### src/rtl/mlaccel_sequencer.sv
// mlaccel_sequencer: fetches packed 32-bit instructions from 64-bit main memory
// into a small FIFO and streams them to mlaccel_compute over cmd_valid/cmd_ready.
// Optional feature: define MLACCEL_SEQ_PERF_EN to enable the saturating
// perf_stall counter; otherwise perf_stall is tied to zero.
module mlaccel_sequencer #(
  parameter int FIFO_DEPTH = 8
) (
  input  logic        clock,
  input  logic        reset,
  input  logic        start_valid,
  output logic        start_ready,
  input  logic [15:0] start_addr,
  input  logic [15:0] start_count,
  input  logic        abort,
  output logic        busy,
  output logic        done,
  output logic        mem_ren,
  input  logic        mem_gnt,
  output logic [15:0] mem_addr,
  input  logic [63:0] mem_rdata,
  output logic        cmd_valid,
  input  logic        cmd_ready,
  output logic [31:0] cmd_insn,
  output logic [31:0] perf_stall
);

  localparam int PW = $clog2(FIFO_DEPTH);
  localparam int CW = PW + 1;

  typedef enum logic [1:0] {S_IDLE, S_FETCH, S_DRAIN} state_t;

  state_t        state_q;
  logic [15:0]   addr_q;
  logic [15:0]   req_left_q;
  logic [15:0]   issue_left_q;
  logic [15:0]   issue_left_d;
  logic [1:0]    halves_p0_q;
  logic [1:0]    halves_p1_q;
  logic [PW-1:0] wr_ptr_q;
  logic [PW-1:0] wr_ptr_nx;
  logic [PW-1:0] rd_ptr_q;
  logic [CW-1:0] occ_q;
  logic [CW-1:0] occ_d;
  logic          done_q;
  logic [31:0]   fifo_q [FIFO_DEPTH];

  logic          flush;
  logic          start_fire;
  logic          grant;
  logic          pop;
  logic [1:0]    grant_halves;
  logic [1:0]    n_infl;
  logic [CW+1:0] used;

  assign flush        = reset || abort;
  assign start_ready  = (state_q == S_IDLE) && !reset;
  assign start_fire   = start_valid && start_ready && !abort;
  assign cmd_valid    = (occ_q != '0);
  assign cmd_insn     = fifo_q[rd_ptr_q];
  assign pop          = cmd_valid && cmd_ready;
  assign grant        = mem_ren && mem_gnt;
  assign grant_halves = (req_left_q >= 16'd2) ? 2'd2 : 2'd1;
  assign n_infl       = {1'b0, |halves_p0_q} + {1'b0, |halves_p1_q};
  // Every outstanding read reserves two slots, even an odd tail that returns one.
  assign used         = {2'b00, occ_q} + {{(CW-1){1'b0}}, n_infl, 1'b0};
  // Credits only shrink on our own grant, so mem_ren cannot drop while ungranted.
  assign mem_ren      = (state_q == S_FETCH) && (req_left_q != 16'd0) &&
                        (used <= (CW+2)'(FIFO_DEPTH - 2));
  assign mem_addr     = addr_q;
  assign busy         = (state_q != S_IDLE) || (occ_q != '0) ||
                        (halves_p0_q != 2'd0) || (halves_p1_q != 2'd0);
  assign done         = done_q;
  assign occ_d        = occ_q + CW'(halves_p1_q) - CW'(pop);
  assign issue_left_d = issue_left_q - {15'd0, pop};
  assign wr_ptr_nx    = wr_ptr_q + PW'(1);

  // Instruction storage: low half first, high half only for full pairs.
  always_ff @(posedge clock) begin
    if (!flush && (halves_p1_q != 2'd0)) begin
      fifo_q[wr_ptr_q] <= mem_rdata[31:0];
      if (halves_p1_q == 2'd2) begin
        fifo_q[wr_ptr_nx] <= mem_rdata[63:32];
      end
    end
  end

  // Sequencer FSM, read-return tracking and FIFO pointers.
  always_ff @(posedge clock) begin
    if (flush) begin
      state_q      <= S_IDLE;
      addr_q       <= '0;
      req_left_q   <= '0;
      issue_left_q <= '0;
      halves_p0_q  <= '0;
      halves_p1_q  <= '0;
      wr_ptr_q     <= '0;
      rd_ptr_q     <= '0;
      occ_q        <= '0;
      done_q       <= 1'b0;
    end else begin
      done_q       <= 1'b0;
      // grant -> p0 -> p1: p1 lines up with mem_rdata two cycles after grant
      halves_p0_q  <= grant ? grant_halves : 2'd0;
      halves_p1_q  <= halves_p0_q;
      // p1 -> FIFO push
      wr_ptr_q     <= wr_ptr_q + PW'(halves_p1_q);
      rd_ptr_q     <= rd_ptr_q + PW'(pop);
      occ_q        <= occ_d;
      issue_left_q <= issue_left_d;
      case (state_q)
        S_IDLE: begin
          if (start_fire) begin
            addr_q       <= start_addr;
            req_left_q   <= start_count;
            issue_left_q <= start_count;
            if (start_count == 16'd0) begin
              done_q <= 1'b1;
            end else begin
              state_q <= S_FETCH;
            end
          end
        end
        S_FETCH: begin
          if (grant) begin
            addr_q     <= addr_q + 16'd1;
            req_left_q <= req_left_q - {14'd0, grant_halves};
            if (req_left_q == {14'd0, grant_halves}) begin
              state_q <= S_DRAIN;
            end
          end
        end
        S_DRAIN: begin
          if ((issue_left_d == 16'd0) && (halves_p0_q == 2'd0) &&
              (halves_p1_q == 2'd0)) begin
            state_q <= S_IDLE;
            done_q  <= 1'b1;
          end
        end
        default: state_q <= S_IDLE;
      endcase
    end
  end

`ifdef MLACCEL_SEQ_PERF_EN
  logic [31:0] perf_q;

  function automatic logic [31:0] sat_inc(input logic [31:0] v);
    return (v == 32'hFFFF_FFFF) ? v : v + 32'd1;
  endfunction

  // Stall counter: busy cycles without a command handshake; abort keeps the count.
  always_ff @(posedge clock) begin
    if (reset || start_fire) begin
      perf_q <= '0;
    end else if (busy && !pop) begin
      perf_q <= sat_inc(perf_q);
    end
  end

  assign perf_stall = perf_q;
`else
  assign perf_stall = '0;
`endif

endmodule

### config.mk
export PLATFORM = sky130hd
export DESIGN_NAME = mlaccel_sequencer
export DESIGN_NICKNAME = d
export VERILOG_FILES = /design/src/rtl/mlaccel_sequencer.sv
export SDC_FILE = /design/constraint.sdc
export NUM_CORES = 1
export LEC_CHECK = 0
export ABC_AREA = 0
export CAP_MARGIN = 20
export CORE_MARGIN = 1.5
export CORE_UTILIZATION = 55
export DETAILED_ROUTE_END_ITERATION = 8
export GPL_TIMING_DRIVEN = 0
export PLACE_DENSITY = 0.78
export RECOVER_POWER = 100
export SLEW_MARGIN = 20
export SYNTH_ARGS = -nofsm -noshare
export SYNTH_HDL_FRONTEND = slang
export SYNTH_SLANG_ARGS = --single-unit
### constraint.sdc
create_clock -name clock -period 5.95 [get_ports clock]
set_input_delay 1.19 -clock clock [delete_from_list [all_inputs] [get_ports clock]]
set_output_delay 1.19 -clock clock [all_outputs]
set_load 0.03 [all_outputs]
# --- Word-level counts from Yosys, hierarchy flattened ---
# Memories as Yosys holds them, arrays and structs flattened. A register that Yosys moved wholly into a read port is not among the register bits.
# Cells that the tools add are included.
word_totals:
  romBits: 0
  mem_bits_rw: 256
  memories: 1
  regBits: 65
  latchBits: 0
  output_inout_bits: 85
mem_list:
  columns: ["name", "words", "word_bits", "read_ports", "rd_clocked_by_memory_dff", "write_ports", "line", "text"]
  rows:
  - ["fifo_q", 8, 32, 1, 1, 2, "45", "logic [31:0] fifo_q [FIFO_DEPTH];"]
op_classes:
  add_sub_neg: 10
  bitwise_logic: 1
  div_mod_pow: 0
  eq_ne: 9
  order_cmp: 2
  n_shift: 0
  mul: 0
  mux: 25
  n_reduce_logical: 33
op_table:
  columns: ["op", "count"]
  rows:
  - ["16-bit two-way mux", 6]
  - ["16-bit case mux with 2 select lines", 2]
  - ["16-bit logical NOT", 2]
  - ["16-bit by 1-bit adder with 16-bit output, second input constant", 1]
  - ["16-bit by 2-bit == test with 1-bit output", 1]
  - ["16-bit by 2-bit >= comparator with 1-bit output, second input constant", 1]
  - ["16-bit nonzero test", 1]
  - ["16-bit by 1-bit subtractor with 16-bit output", 1]
  - ["16-bit by 2-bit subtractor with 16-bit output", 1]
  - ["2-bit two-way mux", 6]
  - ["1-bit logical AND", 10]
  - ["1-bit two-way mux", 8]
  - ["2-bit != test, second input constant", 4]
  - ["2-bit nonzero test", 4]
  - ["2-bit logical NOT", 3]
  - ["2-bit case mux with 3 select lines", 1]
  - ["2-bit OR reduction", 3]
  - ["4-bit by 3-bit adder with 5-bit output", 1]
  - ["5-bit by 3-bit <= comparator with 1-bit output, second input constant", 1]
  - ["5-bit AND reduction", 1]
  - ["4-bit by 2-bit adder with 4-bit output", 1]
  - ["2-bit == test, second input constant", 2]
  - ["1-bit logical OR", 4]
  - ["4-bit nonzero test", 1]
  - ["12 further kinds", 14]

# --- Longest topological paths before layout ---
# Gate-level depths: netlist of run 1.
logic_depth:
  depth_word: 8
  depth_mapped: 13

# --- Worst setup path after synthesis of run 1 ---
# OpenSTA, ideal clock, no wires.
synth_timing:
  path_kind: "input-to-reg"
  from: "input port reset"
  to: "memory fifo_q[2][0] (enable)"
  arrival_ps: 4282
  setup_ps: 470
  t_required_ps: 5480
  path_slack_ps: 1198
  path_buffers: 1
  stages: 4
  cell_sequence: "nor2_1 -> clkbuf_1 -> nand3_1 -> o31ai_1"
synth_lines:
  columns: ["item", "line", "text"]
  rows:
  - ["from (decl)", "9", "input logic reset,"]
  - ["to (decl)", "45", null]

==> run_results.csv, run 1 <==
group,metric,value,unit
outcome,status,"finished with violations",
outcome,violations,"max-capacitance violations, max-slew violations",
detailed_routing,wl_met2,21750,µm
final_layout,drive_gt1_frac,0.3120,
detailed_routing,drtPass1Iterations,5,
flow_run,max_cap_violations,4,
pwr,peakVddDrop,194.9,µV
critical_path,start_kind,"flop",
detailed_routing,postRouteAntennaNets,0,
sta,final.setup_skew,0.008579,ns
final_layout,area_growth,20.78,%
global_route,grt_max_degree,16,
synth,ys_ff_latch,321,
synth,ys_seq_area_frac,0.5274,
cts,cts_hold_buf,0,
cts,root_buffer,"clkbuf_16",
cts,insertion_delay,0.52,ns
critical_path,worstSetupPathType,"flop to output port",
cts,cts_tree,"built",
synth,syn_avg_cell_area,13.94,µm²
sta,setup_viol,0,
synth,synth_top_area_share,0.4511,
critical_path,endpoint_kind,"output port",
place,placed_cells,1821,
place,port_buffers,154,
synth,syn_inst,1223,
synth,synth_largest_area_cell,"edfxtp_1",
floorplanning,rows,64,
final_layout,mostFrequentLayoutCells,"287 x mux2_2, 256 x edfxtp_1, 104 x clkdlybuf4s50_1",
critical_path,arrival,3.88,ns
detailed_routing,maxUsedRoutingLayer,"met5",
cts,clkTransAtPathRegs,0.06,ns
global_route,grt_usage,0.2812,
detailed_routing,post_drt_wl_per_cell,23.52,µm
sta,max-slew-margin-rel,-0.5603,
cts,post-cts-setup-buffers,0,
synth,synth_edf_count,256,
pwr,leakage,7.011,nW
detailed_routing,vias,11730,
min_path,min_path_type,"flop to flop",
detailed_routing,vias_per_cell,6.224,
synth,ys_warn_count,0,
cts,cts_resized,0,
synth,async_reset_ff_frac,0,
cts,htree_levels,2,
sta,setup_tns,0,ns
sta,hold_viol,0,
synth,synth_cell_type_count,64,
detailed_routing,met3_length,3443,µm
global_route,grt_pass1_wl,67560,µm
sta,max_slew.worst_pin.slew,2.321,ns
critical_path,worstPathRequired,4.76,ns
floorplanning,dieArea,32050,µm²
sta,fin_crit_sh,0.8522,
sta,hold_ws,0.4567,ns
detailed_routing,drt-initial-drc-count,1076,
place,post-dp-hpwl,29180,µm
place,gp_congestion,0.9300,
floorplanning,fp.coreArea,30510,µm²
cts,clockBufferDepth,3,
floorplanning,fp.dieW,179.0,µm
sta,period_minus_slack,5.071,ns
final_layout,fillers,2157,
cts,cts-buffers-inserted,35,
detailed_routing,wl,44330,µm
detailed_routing,wl_met1,18050,µm
sta,rsz0062_at_grt,"false",
min_path,hold-path-cell-count,2,
final_layout,fin_area,20580,µm²
global_route,antenna_found_initial,4,
floorplanning,ios,187,
global_route,grt_overflow,0,
floorplanning,start_util,0.5586,
cts,cts_sinks,321,
synth,syn-cell-area,17040,µm²
place,post_dp_cell_area,19690,µm²
final_layout,finalCoreUtilization,0.6747,
global_route,grt_pass1_vias,11700,
sta,clock.fmax,197.2,MHz
critical_path,reg2regPathDepth,12,
synth,synthTopCellsByArea,"edfxtp_1 45%, mux2_2 19%, mux4_2 8.5%",
final_layout,stdcell_count,1885,
final_layout,final_common_cell,"mux2_2",
sta,drv_slew,36,
detailed_routing,drc,0,
pwr,p_per_area,271.7,nW/µm²
final_layout,fin_nets,1587,
critical_path,crit_fanout,10,
floorplanning,die_h,179.0,µm
synth,synthFlopType,"edfxtp_1",
state kept, by name, summed over array words and instances (netlist names):
register and flops:
req_left_q 16, occ_q 4, rd_ptr_q 3, issue_left_q 16
halves_p0_q 2, state_q 2, mem_addr 16, halves_p1_q 2
done 1, wr_ptr_q 3, fifo_q 256
through the flow:
| step | total power [mW] | setup WS, ns |
|---|---|---|
| finish | 5.593 | 0.8795 |
| global route | 5.798 | 0.6285 |
| CTS | 5.629 | 1.322 |
| detailed placement | 3.545 | 1.403 |
| global placement | 3.524 | -2.239 |
| floorplan | 3.223 | 1.198 |
cell usage after synthesis (9+ instances only):
| cell type | number |
|---|---|
| mux2_2 | 288 |
| edfxtp_1 | 256 |
| dfxtp_1 | 65 |
| mux4_2 | 64 |
| nor2_1 | 55 |
| clkbuf_1 | 53 |
| a21oi_1 | 49 |
| nand2_1 | 42 |
| buf_4 | 33 |
| nor3_1 | 26 |
| nand3_1 | 23 |
| ha_1 | 19 |
| inv_1 | 19 |
| o21ai_0 | 18 |
| a211oi_1 | 15 |
| buf_2 | 13 |
| and2_1 | 12 |
| nor4_1 | 12 |
| xnor2_1 | 11 |
| o211ai_1 | 10 |
| xor2_1 | 10 |
| o31ai_1 | 9 |
| o32ai_1 | 9 |
cell families after synthesis:
| group | after synthesis | share of synthesized area |
|---|---|---|
| simple gates | 227 | 0.07099 |
| mux | 353 | 0.2755 |
| compound gates | 145 | 0.05653 |
| flops | 321 | 0.5274 |
| xor+xnor | 21 | 0.01079 |
| other cells | 1 | 0.0002200 |
| fa+ha+maj | 23 | 0.01865 |
| buf+inv | 132 | 0.03994 |
layout make-up:
type / instances / area [µm²] / area share
sequential: 321 / 8989 / 0.4367
multi-input combinational: 801 / 7452 / 0.3620
timing repair buffer: 171 / 1928 / 0.09367
clock buffer: 46 / 917.1 / 0.04456
buffer: 113 / 559.3 / 0.02717
tap: 396 / 495.5 / 0.02407
clock inverter: 16 / 166.4 / 0.008085
inverter: 19 / 71.32 / 0.003465
antenna: 2 / 5.005 / 0.0002431
critical path, stage by stage (launching register included):
cell	delay [ns]
dfxtp_1	0.33
clkbuf_1	0.50
clkbuf_1	0.91
mux4_2	0.63
mux2_2	0.30
dlygate4sd3_1	0.70
power by group:
part | total, mW | internal [mW] | switching [mW]
Sequential | 2.47 | 2.44 | 0.0257
Combinational | 1.02 | 0.464 | 0.553
Clock | 2.11 | 1.22 | 0.883
path summary, 6_finish.rpt:
kind,startpoint,endpoint,slack [ns]
setup / recovery,rd_ptr_q[0],cmd_insn[24],0.88
hold / removal,req_left_q[0],req_left_q[0],0.46
setup reg to reg,req_left_q[8],req_left_q[12],1.54
hold reg to reg,req_left_q[0],req_left_q[0],0.46
metal layers:
layer / up-vias / track usage
li1: 5198 / -
met1: 5891 / 0.3751
met2: 541 / 0.4662
met3: 99 / 0.05259
met4: 4 / 0.08854
met5: - / 0
Power figures use the tool's default switching activity.
==> run 2: changes to the inputs <==
--- a/config.mk
+++ b/config.mk
@@ -9,8 +9,10 @@
 export CAP_MARGIN = 20
 export CORE_MARGIN = 1.5
 export CORE_UTILIZATION = 55
+export CTS_CLUSTER_DIAMETER = 150
 export DETAILED_ROUTE_END_ITERATION = 8
 export GPL_TIMING_DRIVEN = 0
+export MAX_ROUTING_LAYER = met4
 export PLACE_DENSITY = 0.78
 export RECOVER_POWER = 100
 export SLEW_MARGIN = 20
==> run 2 against run 1 <==
Effect of this change:
- the run still ends with max-capacitance violations, max-slew violations left
- wire length decreased by 0.72%
- sequential power about the same
- non-clock buffer count fell by 2
- clock skew up 0.00056 ns
- utilization decreased by 0.074 points
- highest routed layer is now met4
==> run_results.csv, run 2 (same netlist as run 1, synthesis figures left out) <==
group,metric,value,unit
floorplanning,start_util,0.5586,
final_layout,largest_reg_flops,256,
final_layout,drive_gt1_frac,0.3087,
global_route,grt_pass1_wl,66810,µm
detailed_routing,wl,44010,µm
place,post-dp-hpwl,28820,µm
floorplanning,die_h,179.0,µm
pwr,switching_share,0.2604,
sta,fin_crit_sh,0.8496,
cts,htree_levels,2,
sta,hold_ws,0.4500,ns
floorplanning,fp.coreArea,30510,µm²
cts,post-cts-setup-buffers,0,
critical_path,arrival,5.26,ns
place,port_buffers,154,
place,post_dp_cell_area,19630,µm²
critical_path,reg2regPathDepth,12,
global_route,grt_overflow,0,
detailed_routing,postRouteAntennaNets,0,
cts,cts_sinks,321,
outcome,violations,"max-capacitance violations, max-slew violations",
sta,hold_viol,0,
cts,root_buffer,"clkbuf_16",
cts,cts-buffers-inserted,36,
cts,cts_tree,"built",
cts,insertion_delay,0.52,ns
pwr,p_switching,1.463,mW
cts,clkTransAtPathRegs,0.05,ns
sta,final.setup_skew,0.009134,ns
detailed_routing,drtPass1Iterations,5,
final_layout,fin_area,20560,µm²
flow_run,max_cap_violations,6,
final_layout,final_common_cell,"mux2_2",
critical_path,start_kind,"input pin",
sta,rsz0062_at_grt,"false",
floorplanning,dieArea,32050,µm²
final_layout,fin_nets,1586,
global_route,grt_max_degree,19,
cts,clockBufferDepth,3,
place,placed_cells,1819,
cts,cts_resized,0,
outcome,status,"finished with violations",
final_layout,stdcell_count,1888,
final_layout,largest-register,"fifo_q",
floorplanning,ios,187,
sta,drv_slew,68,
critical_path,timing.rr.end,"req_left_q[14]",
sta,period_minus_slack,5.055,ns
pwr,cellInternalPower,4.155,mW
critical_path,r2r_start,"req_left_q[8]",
min_path,min_path_type,"flop to flop",
pwr,leakage,7.001,nW
pwr,p_per_area,273.2,nW/µm²
global_route,grt_usage,0.2871,
final_layout,area_growth,20.64,%
sta,max-slew-margin-rel,-0.6347,
cts,cts_hold_buf,0,
global_route,antenna_found_initial,5,
sta,max_slew.worst_pin.slew,2.447,ns
final_layout,mostFrequentLayoutCells,"286 x mux2_2, 256 x edfxtp_1, 104 x clkdlybuf4s50_1",
sta,setup_viol,0,
detailed_routing,vias_per_cell,6.124,
critical_path,crit_fanout,18,
critical_path,cp-endpoint,"fifo_q[5][19]",
detailed_routing,drt-initial-drc-count,931,
floorplanning,rows,64,
critical_path,endpoint_kind,"flop",
pwr,peakVddDrop,218.9,µV
global_route,grt_pass1_vias,11650,
sta,clock.fmax,197.8,MHz
pwr,clockPowerShare,0.379,
critical_path,startpoint,"reset",
pwr,comb_power_share,0.181,
floorplanning,fp.dieW,179.0,µm
critical_path,ff2ff_setup_slack,1.48,ns
detailed_routing,drc,0,
critical_path,worstSetupPathType,"input pin to flop",
detailed_routing,post_drt_wl_per_cell,23.31,µm
detailed_routing,vias,11560,
pwr,seqPwrFrac,0.440,
critical_path,worstPathRequired,6.16,ns
place,gp_congestion,0.9421,
-- run 2: cell types whose count changed in the layout (fill, tap and decap cells not counted), sizes merged --
| cell | change |
|---|---|
| bufinv | -1 |
| clkinv | +5 |
| diode | +3 |
| inv | -1 |
| buf | -3 |
-- run 2: worst min path at each step --
stage / startpoint / slack [ns] / cells after the start / end
3_5_place_dp: halves_p0_q[1] / 0.44 / 1 / halves_p1_q[1]
6_report: halves_p0_q[1] / 0.45 / 1 / halves_p1_q[1]
5_1_grt: halves_p0_q[1] / 0.46 / 1 / halves_p1_q[1]
3_3_place_gp: halves_p0_q[1] / 0.43 / 1 / halves_p1_q[1]
4_1_cts: halves_p0_q[1] / 0.45 / 1 / halves_p1_q[1]
2_1_floorplan: halves_p0_q[0] / 0.42 / 1 / halves_p1_q[0]
-- run 2: metrics by stage --
| step | setup TNS [ns] | utilization | worst slack (ns) | total power [mW] |
|---|---|---|---|---|
| 6_report | 0 | 0.6739 | 0.8951 | 5.618 |
| 5_1_grt | 0 | 0.6739 | 0.6609 | 5.827 |
| 4_1_cts | 0 | 0.6799 | 1.337 | 5.656 |
| 3_5_place_dp | 0 | 0.6433 | 1.415 | 3.543 |
| 3_3_place_gp | -366.21 | 0.6292 | -2.280 | 3.527 |
| 2_1_floorplan | 0 | - | 1.198 | 3.223 |
-- run 2: cell type report --
type	instances	area (µm²)
fill	2176	9948
multi-input combinational	801	7446
tap	396	495.5
inverter	19	71.32
sequential	321	8989
antenna	5	12.51
timing repair buffer	169	1877
buffer	113	554.3
clock buffer	45	975.9
clock inverter	19	140.1
-- run 2: worst max-delay path: stages --
cell and delay, ns:
dlygate4sd3_1 0.56, or2_1 0.23, clkbuf_1 0.25, nor4_1 0.50, and2_0 0.20, clkbuf_1 0.33, clkbuf_1 0.65, o21bai_1 1.09
buf_16 0.24
-- run 2: per-layer routing --
metal	GRT usage	part of all wire
met1	0.3698	0.41
met2	0.4653	0.49
met3	0.04474	0.075
met4	0.09722	0.031
met5	-	0
-- run 2: power by group through the flow --
stage                     clock network, mW  registers, mW  logic [mW]
final                                  2.13           2.47        1.02
after global routing                   2.25           2.47        1.11
after global placement                    0           2.52        1.01
after floorplan                           0           2.51       0.708
after detailed placement                  0           2.52        1.03
after CTS                              2.15           2.47        1.04
